--- config.mk ---
export PLATFORM = sky130hd
export DESIGN_NAME = hex_digit_counter
export DESIGN_NICKNAME = d
export VERILOG_FILES = /design/src/rtl/hex_digit_counter_pkg.sv /design/src/rtl/hex_digit_counter_rate_divider.sv /design/src/rtl/hex_digit_counter.sv
export SDC_FILE = /design/constraint.sdc
export NUM_CORES = 1
export LEC_CHECK = 0
export ABC_AREA = 1
export BUFFER_PORTS_ARGS = -buffer_cell sky130_fd_sc_hd__buf_2
export CAP_MARGIN = 20
export CELL_PAD_IN_SITES_DETAIL_PLACEMENT = 1
export CELL_PAD_IN_SITES_GLOBAL_PLACEMENT = 1
export CORE_MARGIN = 1.5
export CORE_UTILIZATION = 48
export CTS_BUF_LIST = sky130_fd_sc_hd__clkbuf_4 sky130_fd_sc_hd__clkbuf_8 sky130_fd_sc_hd__clkbuf_16
export DETAILED_ROUTE_END_ITERATION = 6
export PLACE_DENSITY_LB_ADDON = 0.1
export SLEW_MARGIN = 20
export SYNTH_ARGS = -nofsm -noshare
export SYNTH_HDL_FRONTEND = slang
export SYNTH_HIERARCHICAL = 1
export SYNTH_SLANG_ARGS = --single-unit
--- constraint.sdc ---
create_clock -name clock -period 6.99 [get_ports clock]
set_input_delay 0.699 -clock clock [delete_from_list [all_inputs] [get_ports clock]]
set_output_delay 0.699 -clock clock [all_outputs]
set_load 0.01 [all_outputs]
--- src/rtl/hex_digit_counter_pkg.sv ---
// Shared speed encodings and step-period helper for the hex digit counter.
package hex_digit_counter_pkg;

  localparam logic [1:0] SPEED_FAST = 2'b00;
  localparam logic [1:0] SPEED_1S   = 2'b01;
  localparam logic [1:0] SPEED_2S   = 2'b10;
  localparam logic [1:0] SPEED_4S   = 2'b11;

  // Clocks between successive steps; 64-bit so 4*CLK_FREQ never overflows.
  function automatic logic [63:0] period_of(logic [1:0] speed, logic [63:0] clk_freq);
    case (speed)
      SPEED_FAST: period_of = 64'd1;
      SPEED_1S:   period_of = clk_freq;
      SPEED_2S:   period_of = clk_freq << 1;
      default:    period_of = clk_freq << 2;
    endcase
  endfunction

endpackage

--- src/rtl/hex_digit_counter_rate_divider.sv ---
// Step-rate down-counter with registered speed copy and speed-change restart.
module rate_divider
  import hex_digit_counter_pkg::*;
#(
  parameter int unsigned CLK_FREQ = 50_000_000
) (
  input  logic       clock,
  input  logic       reset,
  input  logic [1:0] speed,
  input  logic       pause,
  input  logic       reload,
  output logic       enable_out
);

  localparam int DIV_W = $clog2(64'(CLK_FREQ) * 64'd4);

  logic [DIV_W-1:0] count;
  logic [1:0]       speed_q;
  logic [DIV_W-1:0] start_new;
  logic [DIV_W-1:0] start_cur;
  logic             speed_chg;

  assign start_new  = DIV_W'(period_of(speed,   64'(CLK_FREQ)) - 64'd1);
  assign start_cur  = DIV_W'(period_of(speed_q, 64'(CLK_FREQ)) - 64'd1);
  assign speed_chg  = (speed != speed_q);
  assign enable_out = (count == '0) && !pause && !reload && !speed_chg;

  // A load or speed change restarts the period from the live speed input.
  always_ff @(posedge clock) begin
    if (reset || reload || speed_chg) begin
      count   <= start_new;
      speed_q <= speed;
    end else if (!pause) begin
      if (count == '0)
        count <= start_cur;
      else
        count <= count - 1'b1;
    end
  end

endmodule

--- src/rtl/hex_digit_counter.sv ---
// Multi-digit hex up/down counter with rate select, pause, parallel load, tick and wrap pulses.
module hex_digit_counter
  import hex_digit_counter_pkg::*;
#(
  parameter int unsigned CLK_FREQ   = 50_000_000,
  parameter int unsigned NUM_DIGITS = 2
) (
  input  logic                    clock,
  input  logic                    reset,
  input  logic [1:0]              speed,
  input  logic                    up_down,
  input  logic                    pause,
  input  logic                    load,
  input  logic [4*NUM_DIGITS-1:0] load_value,
  output logic [4*NUM_DIGITS-1:0] digits,
  output logic                    tick,
  output logic                    wrap
);

  localparam int W = 4 * NUM_DIGITS;

  logic         step_en;
  logic [W:0]   step_res;

  // Returns {rollover, next value}; rollover is all-F going up or zero going down.
  function automatic logic [W:0] step_digits(logic [W-1:0] d, logic up);
    if (up)
      step_digits = {&d, d + 1'b1};
    else
      step_digits = {~|d, d - 1'b1};
  endfunction

  rate_divider #(
    .CLK_FREQ (CLK_FREQ)
  ) u_rate_divider (
    .clock      (clock),
    .reset      (reset),
    .speed      (speed),
    .pause      (pause),
    .reload     (load),
    .enable_out (step_en)
  );

  assign step_res = step_digits(digits, up_down);

  always_ff @(posedge clock) begin
    if (reset) begin
      digits <= '0;
      tick   <= 1'b0;
      wrap   <= 1'b0;
    end else if (load) begin
      digits <= load_value;
      tick   <= 1'b0;
      wrap   <= 1'b0;
    end else if (step_en) begin
      digits <= step_res[W-1:0];
      tick   <= 1'b1;
      wrap   <= step_res[W];
    end else begin
      tick   <= 1'b0;
      wrap   <= 1'b0;
    end
  end

endmodule

* Word level (Yosys, flattened, before mapping)
Index checks and enable logic that the tools add are counted.
** Word-level totals
- Bits in registers :: 40
- Bits in latches :: 0
- RAM bits :: 0
- Memory bits (read-only) :: 0
- Input bits :: 15
- Memories :: 0
** Operators by class
- $add $sub $neg :: 5
- Multipliers :: 0
- Divide/modulo/power cells :: 0
- Magnitude comparators :: 0
- Equality and inequality tests :: 6
- Shifts and indexed selects :: 0
- Muxes and demuxes :: 9
- Bitwise logic cells :: 1
- Reductions and logical operators :: 17
** Operators by type and width (number)
- one-hot mux 28 bit (3 select lines) :: 2
- 2-to-1 mux 28 bit :: 3
- subtractor 28 x 1 -> 28 bit, second input constant :: 3
- logical NOT 28 bit :: 1
- 2-to-1 mux 8 bit :: 2
- 2-to-1 mux 9 bit :: 1
- adder 8 x 1 -> 8 bit, second input constant :: 1
- AND reduction 8 bit :: 1
- OR reduction 8 bit :: 1
- subtractor 8 x 1 -> 8 bit, second input constant :: 1
- equality test 2 x 1 -> 1 bit, second input constant :: 2
- equality test 2 bit, second input constant :: 2
- logical NOT 1 bit :: 4
- logical NOT 2 bit :: 2
- logical AND 1 bit :: 3
- OR reduction 3 bit :: 1
- logical OR 1 bit :: 2
- != test 2 x 1 -> 1 bit, second input constant :: 1
- != test 2 bit :: 1
- nonzero test 2 bit :: 1
- OR reduction 2 bit :: 1
- 2-to-1 mux 1 bit :: 1
- inverter 1 bit :: 1

* Logic depth before layout (Yosys ltp)
Gate-level depths: netlist of the first run.
- Word-level depth :: 6
- Depth in mapped cells :: 18

* Cells and area by module
Netlist of the first run, hierarchy kept.
** Modules (own cells, without submodules)
- rate_divider :: times used 1, cells an instance 362, area each 2568.7 um^2
- hex_digit_counter :: times used 1, cells an instance 113, area each 759.5 um^2

* Worst setup path before layout of the first run
Ideal clock, no wire load.
- Path kind :: input-to-reg
- Start point :: in speed[1]
- End point :: reg u_rate_divider.count[24], data pin
- Library setup time :: 0.252 ns
- Arrival time :: 2.386 ns
- Required time :: 6.738 ns
- Slack :: 4.351 ns
- Stages on the path :: 18
- Cell sequence :: inv_1 > nand2_1 > nand2_1 > nor2_2 > nand2_4 > inv_4 > or2_1 > nand2_2 > ha_1 > nand3_1 > nor2_1 > nand3_2 > inv_2 > nand3_2 > nor2_4 > nand2_1 > nand2_1 > nand2_1
** On the way
- Longest elaborated chain between the ends :: 4
- Elaborated cells on any way between the ends :: 8
- Classes of those cells :: add/sub: 1; eq/ne: 3; mux: 2; reduce/logical: 2
** Ends and longest elaborated chain
- from (decl) :: line hex_digit_counter.sv:10 : input logic [1:0] speed,
- equality test 2 bit, or another cell as far along :: line hex_digit_counter_pkg.sv:11 : case (speed)
- one-hot mux 28 bit (3 select lines) :: line hex_digit_counter_pkg.sv:11
- subtractor 28 x 1 -> 28 bit :: line hex_digit_counter_rate_divider.sv:23 : assign start_new = DIV_W'(period_of(speed, 64'(CLK_FREQ)) - 64'd1);
- 2-to-1 mux 28 bit * :: line hex_digit_counter_rate_divider.sv:30 : if (reset || reload || speed_chg) begin
- to (signal assigned) :: line hex_digit_counter_rate_divider.sv:31 : count <= start_new;
- to (signal assigned) :: line hex_digit_counter_rate_divider.sv:35 : count <= start_cur;
- to (signal assigned) :: line hex_digit_counter_rate_divider.sv:37 : count <= count - 1'b1;
- to (decl) :: line hex_digit_counter_rate_divider.sv:17 : logic [DIV_W-1:0] count;
Every way passes the cells marked *; elsewhere a longest branch is shown, timed or not.
A chain may end at the register's enable or synchronous reset.

* Final worst setup path of the first run
- Start point :: in speed[1]
- End point :: reg u_rate_divider.count[18], data pin
The elaborated chain is that of the path after synthesis.

==> results of run 1 <==
-- cells by family after synthesis --
family | Yosys count | synth area share (%)
and+or+nand+nor | 295 | 41.0
buffers and inverters | 79 | 9.40
DFF | 40 | 33.1
AOI/OAI and AO/OA | 30 | 6.09
adders and majority gates | 18 | 6.99
xor gates and xnor gates | 13 | 3.42
-- metrics by stage --
stage,cells,cell area [um^2],total power [mW],hold slack (ps)
after floorplan,475,3330,0.445,534
after global placement,576,3530,0.489,565
after detailed placement,576,3530,0.499,561
after CTS,584,3620,0.667,576
after global routing,584,3620,0.701,615
final,584,3620,0.661,583
-- power by group --
part / leakage [nW] / internal, mW / switching, mW
logic: 1.42 / 0.0617 / 0.130
clock network: 0.0498 / 0.0828 / 0.0829
registers: 0.397 / 0.290 / 0.0136
total: 1.87 / 0.434 / 0.227
-- routing by layer --
layer | vias to the layer above | wire, um
li1 | 1554 | -
met1 | 1531 | 4580
met2 | 43 | 4650
met3 | 9 | 259
met4 | 0 | 102
met5 | - | 0
-- final cells by class --
class | instances | area share, %
Clock buffer | 8 | 2.52
Inverter | 75 | 7.85
Multi-Input combinational cell | 356 | 52.9
Sequential cell | 40 | 30.4
Tap cell | 80 | 2.77
Timing Repair Buffer | 25 | 3.53
-- flip-flops by register name, summed over array words and instances, names as in the netlist --
| signal | flops |
|---|---|
| digits | 8 |
| wrap | 1 |
| u_rate_divider/speed_q | 2 |
| u_rate_divider/count | 28 |
| tick | 1 |
-- critical path, delay by kind of cell --
kind	cells	cell delay (ps)
buffers and inverters	4	550
AND/OR/NAND/NOR	14	1770
adder cells (fa/ha/maj)	1	220
-- Yosys cell counts, drive strengths merged (3+ instances only) --
cell type / instances / area (um^2)
xor2: 10 / 87.6
o21ai: 6 / 45.1
o211ai: 3 / 22.5
xnor2: 3 / 26.3
ha: 17 / 213
nor2: 67 / 309
buf: 4 / 28.8
a22oi: 4 / 30.0
nand2: 174 / 738
nand3b: 6 / 45.0
or2: 3 / 18.8
dfxtp: 10 / 200
nand3: 36 / 200
nand4: 5 / 31.3
a21oi: 12 / 67.6
inv: 74 / 280
edfxtp: 30 / 901
-- final timing paths --
kind | from | end | slack [ps]
max | speed[1] | u_rate_divider/count[18]$_DFFE_PP_ | 3800
min | digits[3]$_SDFFE_PP0P_ | wrap$_SDFF_PP0_ | 580
max reg2reg | u_rate_divider/speed_q[1]$_DFFE_PP_ | u_rate_divider/count[18]$_DFFE_PP_ | 3810
min reg2reg | digits[3]$_SDFFE_PP0P_ | wrap$_SDFF_PP0_ | 580
-- placed cells by master, fill, tap and decap left out, drive strengths merged --
| master | n |
|---|---|
| o211ai | 3 |
| a31oi | 1 |
| nor3 | 2 |
| o21ai | 6 |
| inv | 74 |
| a22oi | 4 |
| buf | 25 |
| nand3b | 6 |
| clkinv | 1 |
| nand4 | 5 |
| ha | 17 |
| a21oi | 12 |
| edfxtp | 30 |
| a22o | 1 |
| a21boi | 2 |
| nand3 | 36 |
| clkbuf | 8 |
| xor2 | 10 |
| nand2 | 174 |
| nor2 | 67 |
| nor4 | 2 |
| fa | 1 |
| or2 | 3 |
| dfxtp | 10 |
| xnor2 | 3 |
| a21o | 1 |
==> impl_metrics.toml, run 1 <==
[pwr]
ir_drop_uv = 91.4
p_leak_nw = 1.87
power_density_mw_per_mm2 = 183

[synth]
ys.flop_type = "edfxtp_1"
synth_enable_flop_cells = 30
synth-seq-cells = 40
syn-num-nets = 508
yosys_warnings = 6
netlist_area_mm2 = 0.00333
yosysUniqueCellTypes = 41
synthesis.instances = 475
async_flop_share_pct = 0
syn_area_per_cell_um2 = 7.01
yosysSeqAreaShare_pct = 33.1

[sta]
min_period_over_period_pct = 45.6
rsz0062_at_grt = "false"
layout_setup_ws_ps = 3800
worst_pin_slew_ps = 666
fin_tns_setup_ps = 0
finalHoldViolCount = 0
setup_viol = 0
slew_violations = 0
skew_ps = 9.76
relSlewSlack_pct = 55.2
fmax_mhz = 314
finalCriticalPeriod_ps = 3190

[placement]
place_hpwl_um = 7830
portBuffers = 24
place_congestion = 0.887
place_ws_ps = 3470

[critical_path]
max_stage_delay_ps = 290
slowest_stage = "or2_1"
crit_arrival_ps = 3250
end_kind = "register"
r2r_cells = 18
worst-setup-path-type = "in -> reg"
cpMostUsedCell = "nand2_1"
path_cells = "buf_2 -> inv_1 -> nand2_1 -> nand2_1 -> nor2_2 -> nand2_4 -> inv_4 -> or2_1 -> nand2_2 -> ha_1 -> nand3_1 -> nor2_1 -> nand3_2 -> inv_2 -> nand3_2 -> nor2_4 -> nand2_1 -> nand2_1 -> nand2_1"
critical_path_required_ps = 7050
startpoint_type = "primary input"
path_max_fanout = 27

[layout]
diodes = 0
final_core_utilization_pct = 53.6
fill_cells = 913
drive_above_1_share_pct = 16.5
seqCellArea_mm2 = 0.00110
syn2layout_area_growth_pct = 8.72
fin_nets = 536
multi_input_area_mm2 = 0.00191

[detailed_routing]
wl_per_cell_um = 16.4
routed_wl_um = 9590
via_count = 3137
via_per_inst = 5.37
drc_errors = 0
ant_nets = 0
drt_iter0_drc = 146
dr.pass1.iters = 4

[cts]
cts_tree = "built"
clockBufferDepth = 2
htree_levels = 2
clock-sinks = 40
cts_setup_buffers = 0
holdBufCountCts = 0
cts_resized = 0
clk_latency_ps = 300
numCtsBuffers = 5
root_buffer = "clkbuf_8"
clk_transition_reported_paths_ps = 80

[floorplan]
rows = 30
die_h_um = 86.3
dieArea_mm2 = 0.00744
coreArea_mm2 = 0.00676
start_util_pct = 49.3
top_level_ports = 25
die-width_um = 86.3

[min_path]
hold_class = "reg -> reg"
hold_depth = 2

[global_route]
antenna_found_initial = 0
grt_use_met1_pct = 37.2
grt_first_pass_wirelength_um = 15800
top_usage_layer = "met2"
met3_usage_pct = 3.81
grt_usage_pct = 27.4
grt-ovfl-total = 0
grt_max_degree = 28
grt_pass1_vias = 3167
grt_use_met2_pct = 46.9

[flow_run]
max_cap_viol_count = 0

[status]
status = "complete, no violations"
Power figures use the tool's default switching activity.
==> run 2, diff against run 1 <==
--- a/config.mk
+++ b/config.mk
@@ -11,7 +11,7 @@
 export CELL_PAD_IN_SITES_DETAIL_PLACEMENT = 1
 export CELL_PAD_IN_SITES_GLOBAL_PLACEMENT = 1
 export CORE_MARGIN = 1.5
-export CORE_UTILIZATION = 48
+export CORE_UTILIZATION = 44
 export CTS_BUF_LIST = sky130_fd_sc_hd__clkbuf_4 sky130_fd_sc_hd__clkbuf_8 sky130_fd_sc_hd__clkbuf_16
 export DETAILED_ROUTE_END_ITERATION = 6
 export PLACE_DENSITY_LB_ADDON = 0.1
==> constraint.sdc (replaced) <==
create_clock -name clock -period 3.3 [get_ports clock]
set_input_delay 0.33 -clock clock [delete_from_list [all_inputs] [get_ports clock]]
set_output_delay 0.33 -clock clock [all_outputs]
set_load 0.01 [all_outputs]
==> impl_metrics.toml, run 2 (synthesized netlist as in run 1, its figures left out) <==
[detailed_routing]
ant_nets = 0
via_count = 3127
dr.pass1.iters = 4
drc_errors = 0
wl_per_cell_um = 16.0
drt_iter0_drc = 122
routed_wl_um = 9690
via_per_inst = 5.18

[floorplan]
die-width_um = 90.0
die_h_um = 90.0
rows = 31
top_level_ports = 25
coreArea_mm2 = 0.00729
dieArea_mm2 = 0.00809
start_util_pct = 45.6

[layout]
drive_above_1_share_pct = 16.2
diodes = 0
final_core_utilization_pct = 50.4
top_regs = "u_rate_divider/count: 28 flops, digits: 8 flops, u_rate_divider/speed_q: 2 flops"
stdcell_count = 604
final_cell_area_mm2 = 0.00368
fin_nets = 537
top_register = "u_rate_divider/count"
fill_cells = 997
final_cell_mix = "nand2_1, inv_1, nor2_1"
seqCellArea_mm2 = 0.00110
syn2layout_area_growth_pct = 10.5
final_common_cell = "nand2_1"
multi_input_area_mm2 = 0.00191
largest_reg_flops = 28

[critical_path]
rr_startpoint = "u_rate_divider/speed_q[0]$_DFFE_PP_"
cpMostUsedCell = "nand2_1"
startpoint_type = "register"
path_cells = "inv_1 -> nand2_1 -> nand2_1 -> nor2_2 -> nand2_4 -> inv_4 -> buf_4 -> nand2_1 -> ha_1 -> nand3_1 -> nor2_1 -> nand3_2 -> inv_2 -> nand3_2 -> nor2_4 -> nand2_1 -> nand2_1 -> nand2_1"
worst-setup-path-type = "reg -> reg"
end_kind = "register"
critical_path_required_ps = 3370
slowest_stage = "edfxtp_1"
crit_start = "u_rate_divider/speed_q[0]$_DFFE_PP_"
path_max_fanout = 26
max_stage_delay_ps = 450
rrSetupSlack_ps = 350
crit_arrival_ps = 3020

[sta]
worst_pin_slew_ps = 728
fmax_mhz = 339
rsz0062_at_grt = "false"
layout_setup_ws_ps = 353
finalHoldViolCount = 0
relSlewSlack_pct = 51.3
min_period_over_period_pct = 89.3
fin_tns_setup_ps = 0
setup_viol = 0
finalCriticalPeriod_ps = 2950
skew_ps = 8.15
slew_violations = 0
timing.hold.ws_ps = 271

[global_route]
top_usage_layer = "met2"
grt_pass1_vias = 3261
grt_use_met1_pct = 30.7
antenna_found_initial = 0
grt-ovfl-total = 0
grt_usage_pct = 25.1
met3_usage_pct = 3.13
grt_max_degree = 27
grt_first_pass_wirelength_um = 16100
grt_use_met2_pct = 46.4

[pwr]
finalPower_mw = 1.46
p_switching_uw = 492
power_density_mw_per_mm2 = 397
p_leak_nw = 1.89
ir_drop_uv = 216
comb_power_share_pct = 27.7
p_sw_share_pct = 33.7
power_frac_seq_pct = 44.2
internal_power_uw = 967
clkPwrFrac_pct = 28.1

[cts]
clockBufferDepth = 2
holdBufCountCts = 0
clk_latency_ps = 310
clk_transition_reported_paths_ps = 80
htree_levels = 2
cts_setup_buffers = 0
cts_tree = "built"
numCtsBuffers = 5
root_buffer = "clkbuf_8"
cts_resized = 0
clock-sinks = 40

[placement]
place_area_mm2 = 0.00357
place_inst = 596
place_hpwl_um = 7830
portBuffers = 24
place_congestion = 0.901
place_ws_ps = 320

[flow_run]
max_cap_viol_count = 0

[min_path]
hold_start = "speed[1]"
hold_class = "in -> reg"

[status]
status = "complete, no violations"
run 2: per-layer routing:
metal  share of wire (%)  vias up  routed length, um
li1                    -     1549                  -
met1                  45     1536               4400
met2                  52       37               5000
met3                 2.3        5                222
met4                0.72        0                 70
met5                   0        -                  0
run 2: worst max-delay path: cells and delay by family (launching register included):
kind | cells | cell delay (ps)
AND/OR/NAND/NOR | 13 | 1500
buffers and inverters | 4 | 520
flip-flops | 1 | 450
adder cells (fa/ha/maj) | 1 | 220
run 2: layout make-up:
| type | instances | area share [%] |
|---|---|---|
| flip-flops and latches | 40 | 29.9 |
| clock inverters | 3 | 1.02 |
| well taps | 99 | 3.37 |
| inverters | 75 | 7.72 |
| repair buffers | 26 | 4.01 |
| clock buffers | 5 | 1.87 |
| multi-input cells | 356 | 52.1 |
run 2: power groups by stage:
stage          Sequential [mW]  Clock, mW  Combinational, mW
5_1_grt                  0.653      0.433              0.455
3_5_place_dp             0.657          0              0.402
4_1_cts                  0.645      0.415              0.405
3_3_place_gp             0.654          0              0.384
2_1_floorplan            0.648          0              0.295
6_report                 0.645      0.410              0.404
run 2: path summary, 6_finish.rpt:
check | to | cells past startpoint
worst max-delay path | u_rate_divider/count[24]$_DFFE_PP_ | 18
worst min-delay path | u_rate_divider/speed_q[1]$_DFFE_PP_ | 1
worst max register to register | u_rate_divider/count[24]$_DFFE_PP_ | 18
worst min register to register | digits[2]$_SDFFE_PP0P_ | 2
==> run 3, diff against run 2 <==
--- a/config.mk
+++ b/config.mk
@@ -8,13 +8,11 @@
 export ABC_AREA = 1
 export BUFFER_PORTS_ARGS = -buffer_cell sky130_fd_sc_hd__buf_2
 export CAP_MARGIN = 20
-export CELL_PAD_IN_SITES_DETAIL_PLACEMENT = 1
-export CELL_PAD_IN_SITES_GLOBAL_PLACEMENT = 1
 export CORE_MARGIN = 1.5
-export CORE_UTILIZATION = 44
+export CORE_UTILIZATION = 55
 export CTS_BUF_LIST = sky130_fd_sc_hd__clkbuf_4 sky130_fd_sc_hd__clkbuf_8 sky130_fd_sc_hd__clkbuf_16
 export DETAILED_ROUTE_END_ITERATION = 6
-export PLACE_DENSITY_LB_ADDON = 0.1
+export PLACE_DENSITY = 0.74
 export SLEW_MARGIN = 20
 export SYNTH_ARGS = -nofsm -noshare
 export SYNTH_HDL_FRONTEND = slang
==> impl_metrics.toml, run 3 (synthesized netlist as in run 1, its figures left out) <==
[placement]
place_area_mm2 = 0.00353
place_inst = 572
place_ws_ps = 463
place_congestion = 0.979
place_hpwl_um = 5820
portBuffers = 24

[sta]
setup_viol = 0
finalCriticalPeriod_ps = 2870
slew_violations = 0
fmax_mhz = 349
timing.hold.ws_ps = 266
min_period_over_period_pct = 86.9
rsz0062_at_grt = "false"
relSlewSlack_pct = 55.2
finalHoldViolCount = 0
layout_setup_ws_ps = 433
fin_tns_setup_ps = 0
worst_pin_slew_ps = 666
skew_ps = 7.38

[pwr]
finalPower_mw = 1.37
ir_drop_uv = 278
power_density_mw_per_mm2 = 379
p_leak_nw = 1.88

[global_route]
antenna_found_initial = 0
grt_use_met2_pct = 42.0
grt-ovfl-total = 0
grt_max_degree = 25
top_usage_layer = "met2"
grt_use_met1_pct = 31.1
grt_pass1_vias = 2759
grt_first_pass_wirelength_um = 12300
met3_usage_pct = 3.93
grt_usage_pct = 24.9

[min_path]
hold_depth = 1
hold_class = "in -> reg"
hold_end = "u_rate_divider/speed_q[1]$_DFFE_PP_"
hold_start = "speed[1]"

[cts]
clk_latency_ps = 300
root_buffer = "clkbuf_8"
cts_tree = "built"
holdBufCountCts = 0
htree_levels = 2
cts_resized = 0
numCtsBuffers = 5
clockBufferDepth = 2
clock-sinks = 40
clk_transition_reported_paths_ps = 80
cts_setup_buffers = 0

[critical_path]
timing.rr.end = "u_rate_divider/count[20]$_DFFE_PP_"
end_kind = "register"
rrSetupSlack_ps = 430
worst-setup-path-type = "reg -> reg"
critical_path_required_ps = 3360
startpoint_type = "register"
crit_arrival_ps = 2930
crit_start = "u_rate_divider/speed_q[0]$_DFFE_PP_"
rr_startpoint = "u_rate_divider/speed_q[0]$_DFFE_PP_"
path_max_fanout = 16
r2r_cells = 18

[detailed_routing]
via_count = 2962
drt_iter0_drc = 244
dr.pass1.iters = 4
ant_nets = 0
via_per_inst = 5.11
routed_wl_um = 7340
wl_per_cell_um = 12.7
drc_errors = 0

[floorplan]
start_util_pct = 56.5
die-width_um = 80.8
rows = 28
coreArea_mm2 = 0.00589
dieArea_mm2 = 0.00653
die_h_um = 80.8
top_level_ports = 25

[layout]
fill_cells = 542
seqCellArea_mm2 = 0.00110
diodes = 0
stdcell_count = 580
fin_nets = 537
top_regs = "u_rate_divider/count: 28 flops, digits: 8 flops, u_rate_divider/speed_q: 2 flops"
final_cell_mix = "nand2_1, inv_1, nor2_1"
final_common_cell = "nand2_1"
final_cell_area_mm2 = 0.00362
drive_above_1_share_pct = 16.4
final_core_utilization_pct = 61.5
syn2layout_area_growth_pct = 8.83
multi_input_area_mm2 = 0.00191
top_register = "u_rate_divider/count"
largest_reg_flops = 28

[status]
status = "complete, no violations"

[flow_run]
max_cap_viol_count = 0
## run 3: worst max-delay path by stage
stage | end | slack (ps) | cells after the start
after floorplan | u_rate_divider/count[24]$_DFFE_PP_ | 920 | 18
after global placement | u_rate_divider/count[20]$_DFFE_PP_ | 570 | 19
after detailed placement | u_rate_divider/count[20]$_DFFE_PP_ | 460 | 18
after CTS | u_rate_divider/count[20]$_DFFE_PP_ | 430 | 18
after global routing | u_rate_divider/count[24]$_DFFE_PP_ | 170 | 18
final | u_rate_divider/count[20]$_DFFE_PP_ | 430 | 18
## run 3: area by class of cell
cell class                 instances  share of cell area (%)
multi-input combinational        356                    52.8
clock inverter                     1                   0.104
inverter                          75                    7.84
timing repair buffer              26                    3.73
clock buffer                       7                    2.49
sequential                        40                    30.4
tap                               75                    2.59
## run 3: power by group
| group | switching [mW] | total (mW) | internal [mW] |
|---|---|---|---|
| logic | 0.251 | 0.382 | 0.131 |
| registers | 0.0276 | 0.641 | 0.614 |
| clock network | 0.173 | 0.349 | 0.176 |
## run 3: layer usage
metal / share of wire [%] / vias to the layer above
met4: 2.5 / 0
li1: - / 1557
met1: 45 / 1311
met5: 0 / -
met3: 5.0 / 16
met2: 47 / 78
## run 3: critical path: stages, from the launching register on
cell and delay (ps):
edfxtp_1 450, inv_1 150, nand2_1 70, nand2_1 70, nor2_2 60, nand2_4 250, inv_4 70, or2_1 240
nand2_2 100, ha_1 200, nand3_1 140, nor2_1 140, nand3_2 120, inv_2 90, nand3_2 110, nor2_4 160
nand2_1 90, nand2_1 60, nand2_1 40
